## config.mk

```make
export PLATFORM = sky130hd
export DESIGN_NAME = div_iter_unit
export DESIGN_NICKNAME = d
export VERILOG_FILES = /design/src/rtl/div_iter_unit_pkg.sv /design/src/rtl/div_iter_unit_step.sv /design/src/rtl/div_iter_unit.sv
export SDC_FILE = /design/constraint.sdc
export NUM_CORES = 1
export LEC_CHECK = 0
export ABC_CLOCK_PERIOD_IN_PS = 3100
export CORE_AREA = 2 2 153 155
export DETAILED_ROUTE_END_ITERATION = 6
export DIE_AREA = 0 0 155 157
export GPL_TIMING_DRIVEN = 0
export HOLD_SLACK_MARGIN = 0.03
export PLACE_DENSITY = 0.77
export SYNTH_ARGS = -nofsm -noshare
export SYNTH_HDL_FRONTEND = slang
export SYNTH_HIERARCHICAL = 1
export SYNTH_SLANG_ARGS = --single-unit
```

## constraint.sdc

```tcl
create_clock -name clk -period 3.1 [get_ports clk]
set_input_delay 0.62 -clock clk [delete_from_list [all_inputs] [get_ports clk]]
set_output_delay 0.62 -clock clk [all_outputs]
set_load 0.01 [all_outputs]
```

## src/rtl/div_iter_unit_pkg.sv

```systemverilog
// div_iter_unit_pkg
// Shared definitions for the EX1 iterative divider:
//   - div_state_e : divider FSM state encoding (2 bits)
//   - COND_*      : uop cond bit assignments that the EX1->EX2 register uses
//                   to pick quotient or remainder and to tell signed/unsigned
//   - UOP_INS_DIV : uop bit that marks a DIV/MOD instruction
package div_iter_unit_pkg;

  typedef enum logic [1:0] {
    DIV_IDLE = 2'd0,
    DIV_CALC = 2'd1,
    DIV_DONE = 2'd2
  } div_state_e;

  // cond[0]: 1 = MOD (take remainder), 0 = DIV (take quotient)
  localparam int COND_SEL_REM  = 0;
  // cond[1]: 1 = unsigned variant (DIV.WU / MOD.WU)
  localparam int COND_UNSIGNED = 1;
  // Bit position of the divide instruction flag in the decoded uop
  localparam int UOP_INS_DIV   = 4;

endpackage

```

## src/rtl/div_iter_unit_step.sv

```systemverilog
// div_iter_unit_step
// One radix-2 restoring-division iteration, purely combinational.
// Ports:
//   rem_i  in  WIDTH  partial remainder before the iteration
//   quo_i  in  WIDTH  dividend bits still to shift in / quotient bits so far
//   dvs_i  in  WIDTH  divisor magnitude
//   rem_o  out WIDTH  partial remainder after the iteration
//   quo_o  out WIDTH  shifted quotient with the new bit in bit 0
// Kept separate so two of these can later be chained for radix-4.
module div_iter_unit_step #(
  parameter int WIDTH = 32
) (
  input  logic [WIDTH-1:0] rem_i,
  input  logic [WIDTH-1:0] quo_i,
  input  logic [WIDTH-1:0] dvs_i,
  output logic [WIDTH-1:0] rem_o,
  output logic [WIDTH-1:0] quo_o
);

  // {rem, quo} << 1: the shifted remainder needs WIDTH+1 bits because an
  // unsigned divisor near 2^WIDTH allows a remainder with its MSB set.
  logic [WIDTH:0] rem_sh;
  logic [WIDTH:0] diff_lo;
  logic           trial_ge;

  assign rem_sh = {rem_i, quo_i[WIDTH-1]};

  // Subtract on the low WIDTH bits only; the shifted-out MSB of rem_sh
  // stands in for the top bit of the WIDTH+1-wide trial. The trial is
  // non-negative if that MSB is set or the low subtract did not borrow.
  assign diff_lo  = {1'b0, rem_sh[WIDTH-1:0]} - {1'b0, dvs_i};
  assign trial_ge = rem_sh[WIDTH] | ~diff_lo[WIDTH];

  assign rem_o = trial_ge ? diff_lo[WIDTH-1:0] : rem_sh[WIDTH-1:0];
  assign quo_o = {quo_i[WIDTH-2:0], trial_ge};

endmodule

```

## src/rtl/div_iter_unit.sv

```systemverilog
// div_iter_unit
// Iterative radix-2 restoring divider for DIV.W/DIV.WU/MOD.W/MOD.WU in EX1.
// Works on magnitudes and fixes signs on the finalize edge. Quotient and
// remainder are both produced; the EX1->EX2 register picks one via cond[0].
// Ports:
//   clk        in   clock
//   aresetn    in   synchronous active-low reset
//   flush      in   pipeline flush, aborts any operation
//   start      in   issue request (accepted in IDLE, or in DONE with res_ack)
//   is_signed  in   1 = DIV.W/MOD.W, 0 = DIV.WU/MOD.WU
//   dividend   in   rj value
//   divisor    in   rk value
//   res_ack    in   EX1 advanced and consumed the result
//   busy       out  operation in progress (holds EX1)
//   done       out  quotient/remainder valid (div_ready)
//   quotient   out  result quotient, held while done
//   remainder  out  result remainder, held while done
// Latency: accept edge, 32 iteration edges, 1 finalize edge. Divide by zero
// skips the iterations and only takes the finalize edge.
module div_iter_unit
  import div_iter_unit_pkg::*;
#(
  parameter int WIDTH = 32,
  parameter int CNT_W = 5
) (
  input  logic             clk,
  input  logic             aresetn,
  input  logic             flush,
  input  logic             start,
  input  logic             is_signed,
  input  logic [WIDTH-1:0] dividend,
  input  logic [WIDTH-1:0] divisor,
  input  logic             res_ack,
  output logic             busy,
  output logic             done,
  output logic [WIDTH-1:0] quotient,
  output logic [WIDTH-1:0] remainder
);

  div_state_e       state_q, state_d;
  logic [CNT_W-1:0] cnt_q, cnt_d;
  logic [WIDTH-1:0] rem_q, rem_d;
  logic [WIDTH-1:0] quo_q, quo_d;
  logic [WIDTH-1:0] dvs_q, dvs_d;
  logic             neg_quo_q, neg_quo_d;
  logic             neg_rem_q, neg_rem_d;
  logic             fin_q, fin_d;
  logic [WIDTH-1:0] quotient_q, quotient_d;
  logic [WIDTH-1:0] remainder_q, remainder_d;

  logic [WIDTH-1:0] step_rem;
  logic [WIDTH-1:0] step_quo;
  logic [WIDTH-1:0] dvd_abs;
  logic [WIDTH-1:0] dvs_abs;
  logic             accept;

  div_iter_unit_step #(
    .WIDTH (WIDTH)
  ) u_step (
    .rem_i (rem_q),
    .quo_i (quo_q),
    .dvs_i (dvs_q),
    .rem_o (step_rem),
    .quo_o (step_quo)
  );

  // Magnitudes; the most negative value maps to itself and is then
  // simply treated as an unsigned magnitude.
  assign dvd_abs = (is_signed & dividend[WIDTH-1]) ? ({WIDTH{1'b0}} - dividend) : dividend;
  assign dvs_abs = (is_signed & divisor[WIDTH-1])  ? ({WIDTH{1'b0}} - divisor)  : divisor;

  // A new operation is taken from IDLE, or straight out of DONE when the
  // old result is consumed in the same cycle (back-to-back issue).
  assign accept = start & ((state_q == DIV_IDLE) | ((state_q == DIV_DONE) & res_ack));

  always_comb begin
    state_d     = state_q;
    cnt_d       = cnt_q;
    rem_d       = rem_q;
    quo_d       = quo_q;
    dvs_d       = dvs_q;
    neg_quo_d   = neg_quo_q;
    neg_rem_d   = neg_rem_q;
    fin_d       = fin_q;
    quotient_d  = quotient_q;
    remainder_d = remainder_q;

    unique case (state_q)
      DIV_CALC: begin
        if (fin_q) begin
          // Finalize edge: sign-correct and register the outputs.
          quotient_d  = neg_quo_q ? ({WIDTH{1'b0}} - quo_q) : quo_q;
          remainder_d = neg_rem_q ? ({WIDTH{1'b0}} - rem_q) : rem_q;
          fin_d       = 1'b0;
          state_d     = DIV_DONE;
        end else begin
          rem_d = step_rem;
          quo_d = step_quo;
          cnt_d = cnt_q + 1'b1;
          if (cnt_q == {CNT_W{1'b1}}) begin
            fin_d = 1'b1;
          end
        end
      end
      DIV_DONE: begin
        if (res_ack) begin
          state_d = DIV_IDLE;
        end
      end
      default: begin
        state_d = DIV_IDLE;
      end
    endcase

    if (accept) begin
      state_d = DIV_CALC;
      cnt_d   = '0;
      dvs_d   = dvs_abs;
      if (divisor == {WIDTH{1'b0}}) begin
        // Divide by zero: preload the architected result (all-ones
        // quotient, raw dividend as remainder) and go to finalize.
        quo_d     = {WIDTH{1'b1}};
        rem_d     = dividend;
        neg_quo_d = 1'b0;
        neg_rem_d = 1'b0;
        fin_d     = 1'b1;
      end else begin
        quo_d     = dvd_abs;
        rem_d     = '0;
        neg_quo_d = is_signed & (dividend[WIDTH-1] ^ divisor[WIDTH-1]);
        neg_rem_d = is_signed & dividend[WIDTH-1];
        fin_d     = 1'b0;
      end
    end

    // Flush wins over any start/ack this cycle; outputs are left as they
    // are since they are meaningless while done is low.
    if (flush) begin
      state_d = DIV_IDLE;
      fin_d   = 1'b0;
    end
  end

  always_ff @(posedge clk) begin
    if (!aresetn) begin
      state_q     <= DIV_IDLE;
      cnt_q       <= '0;
      rem_q       <= '0;
      quo_q       <= '0;
      dvs_q       <= '0;
      neg_quo_q   <= 1'b0;
      neg_rem_q   <= 1'b0;
      fin_q       <= 1'b0;
      quotient_q  <= '0;
      remainder_q <= '0;
    end else begin
      state_q     <= state_d;
      cnt_q       <= cnt_d;
      rem_q       <= rem_d;
      quo_q       <= quo_d;
      dvs_q       <= dvs_d;
      neg_quo_q   <= neg_quo_d;
      neg_rem_q   <= neg_rem_d;
      fin_q       <= fin_d;
      quotient_q  <= quotient_d;
      remainder_q <= remainder_d;
    end
  end

  assign busy      = (state_q == DIV_CALC);
  assign done      = (state_q == DIV_DONE);
  assign quotient  = quotient_q;
  assign remainder = remainder_q;

endmodule
```

==> impl_results.md <==
* Run status: complete, but fails checks
* Failing checks: design-rule violations, negative setup slack
* Initial antenna violation count at 0
* Crit-path max cell delay at between 0.5 and 0.6 ns
* Ys async rst share at 0
* Worst Max-Slew Pin Slew at approximately 0.93 ns
* Die X at 155 µm
* Setup Viol. Count Final at 27
* Share of layout cells above drive strength 1 at 0.1454
* Std cell rows at 55
* Pwr Total at between 6 and 7 mW
* IR drop worst, VDD at around 0.00030 V
* Fmax at ~300 MHz
* Worst-path cell chain: inv_4 > ha_4 > fa_2 > nand2b_4 > a21oi_4 > o211ai_2 > buf_4 > o21bai_4 > a21boi_2 > or4_4 > o32ai_4 > xnor2_2 > o21ai_2 > nand2_1 > a21oi_2 > a31oi_1 > nor2_1
* Synth-to-Final Area Change at 28.24%
* Yosys cell types at 79
* CP max FO at 2
* Wirelength, routed at 43530 µm
* Largest family of logic cells by synthesized area: compound AO/OA/AOI/OAI gates
* Total core area at ~23000 µm²
* Compound-Gate Fraction of Synth Area at 0.2807
* Ys flop type: dfxtp_1
* Die height at about 160 µm
* Largest net degree at the start of global routing at 17
* Root Driver: clkbuf_16
* Final Max Tran Viols at 0
* End-of-flow core utilization at 0.6598
* Yosys warns at 6
* Final GP Congestion at about 0.99
* # Max-Cap Violations at 0
* RSZ-0062 raised after global routing: yes
* Worst-path clk slew at 0.07 ns
* Slowest CP cell: or4_4
* CTS buffer count at 17
* Multi-input logic area at slightly below 8000 µm²
* Family with the most delay on the worst path: compound AO/OA/AOI/OAI gates
* Hold Violations, Final at 0
* Antenna-violating nets left at 0
* Fillers at approximately 2000
* Initial Utilization at 0.5145
* Clk sinks at 170
* Pwr Density at between 400 and 500 nW/µm²
* Final Cycle Share at 1.077
* Syn nets at 1631
* Placed cell count at 1940
* P_leak at around 5.5 nW
* Diodes inserted at 0
* Post-route setup slack at -0.2394 ns
* WL/cell at 21.79 µm
* Final non-filler cell total at around 2000
* Synthesized instance count at ~1500
* GR Util All Layers at 0.3448
* Most common cell after layout, fill and taps aside: dfxtp_1
* Place WS at -0.8475 ns
* Initial DRC Count at between 1500 and 2000
* H-tree levels at 4
* # DRC at 6
* HPWL after DPL at 31670 µm
* Clock Latency Late Sink at between 0.4 and 0.5 ns
* Most frequent cells in the layout: 146 x dfxtp_1, 141 x nand2_1, 136 x nor2_1, 131 x clkdlybuf4s50_1, 114 x a21oi_1
* Final #Nets at between 1500 and 2000
* Slew HR at 0.3769
* Min cycle time layout at about 3.3 ns
* Post-Synth XOR/XNOR Area at 0.09532
* HP Class: register to register
* Clock buffer depth at 2
* Crit path buffers/inverters at 2
* CP Capture Type: register
* Adder-cell share of the synthesized area at 0.04280
* Clock skew at about 0.014 ns
* Reg area at approximately 3500 µm²
* Crit path DAT at ~3.7 ns
* CTS tree: built
* Post-DR vias/cell at roughly 6.5
* Worst path required time at between 3 and 4 ns
* Post-Synth Simple-Gate Area at 0.1898
* Hold Buf Count CTS at 0
* Mapped cell area at 11580 µm²
* Fraction of synthesized area in multiplexers at 0.02032
* Number of global-route vias before repair at 11731
* First-pass GRT wire length at approximately 65000 µm
* I/O Buffers at between 100 and 150
* WS Path Type: register to register
* Critical Path Start Type: register
* Post-synthesis register bit count at 170
* DR vias at ~13000
* DRT Pass-1 Iters at 7
* Die ar. at 24340 µm²
* Post-synthesis sequential area ratio at 0.2940
* Mapped Avg Cell Area at approximately 7.6 µm²
* Congestion Overflow GR at 0
* EDFF count, synth at 0
* I/O pins at about 140
## cell families after synthesis
kind of cell    after synthesis
compound gates              501
simple gates                466
buf+inv                     197
flops                       170
xor+xnor                    126
fa+ha+maj                    39
mux                          23
## cell usage after synthesis (20+ instances only)
cell type / number / area (µm²)
nor3_1: 23 / 115.1
o21ai_1: 30 / 150.1
o21ai_0: 80 / 400.4
dfxtp_1: 170 / 3403
a211oi_1: 49 / 367.9
o41ai_1: 23 / 201.4
nand2_1: 159 / 596.8
xnor2_1: 52 / 455.4
ha_1: 38 / 475.5
nor2_1: 137 / 514.2
buf_4: 35 / 262.8
clkbuf_1: 83 / 311.6
xor2_1: 74 / 648.1
o31ai_1: 21 / 157.7
a21oi_1: 136 / 680.7
inv_1: 58 / 217.7
nand3_1: 21 / 105.1
a31oi_1: 57 / 356.6
nor4_1: 20 / 125.1
## report_power, final
part	leakage, nW	internal (mW)	switching (mW)
combinational	3.74	0.482	0.722
clock	0.320	1.46	1.04
sequential	1.40	2.26	0.0893
## flip-flops by register name (all words and copies together) (netlist names)
name       cells
state_q        2
rem_q         32
fin_q          1
quo_q         32
neg_quo_q      1
remainder     32
neg_rem_q      1
cnt_q          5
quotient      32
dvs_q         32
## final timing paths
path                 from            to  slack, ns  depth (start not counted)
max             quo_q[31]     rem_q[26]      -0.24                         17
min          quotient[12]  quotient[12]       0.47                          2
max reg2reg     quo_q[31]     rem_q[26]      -0.24                         17
min reg2reg  quotient[12]  quotient[12]       0.47                          2
## per-layer routing
layer	global-route usage	wire length, µm	vias up
li1	-	-	5878
met1	0.4626	18070	6137
met2	0.5418	19130	768
met3	0.07874	4828	123
met4	0.1296	1501	0
met5	0	0	-
## repair_timing
action	4_1_cts	5_1_grt
cloned	1	2
pin swaps	18	46
endpoints found under the hold margin	0	0
endpoints found under the setup margin	68	88
gates resized for setup	60	131
buffers inserted	13	16
## metrics by stage
stage          hold WS (ns)  instance area, µm²  TNS (ns)
5_1_grt              0.4960               14850    -4.403
2_1_floorplan        0.4250               11580         0
3_3_place_gp         0.4390               13270    -54.90
6_report             0.4657               14850    -2.222
3_5_place_dp         0.4552               13270    -54.74
4_1_cts              0.4628               14290    -4.251
## final cells by class
cell class,instances,area share
multi-input cells,1155,0.5233
plain buffers,132,0.04812
clock inverters,13,0.01559
flip-flops and latches,170,0.2326
clock buffers,19,0.02916
repair buffers,165,0.1117
well taps,285,0.02402
inverters,59,0.01559
## worst register-to-register path, cell delays in order, from the launching register on
cell and delay, ns:
dfxtp_4 0.39, inv_4 0.05, ha_4 0.17, fa_2 0.36, nand2b_4 0.17, a21oi_4 0.13, o211ai_2 0.14, buf_4 0.18
o21bai_4 0.12, a21boi_2 0.09, or4_4 0.52, o32ai_4 0.31, xnor2_2 0.15, o21ai_2 0.09, nand2_1 0.07, a21oi_2 0.06
a31oi_1 0.17, nor2_1 0.05
Power figures use the tool's default switching activity.
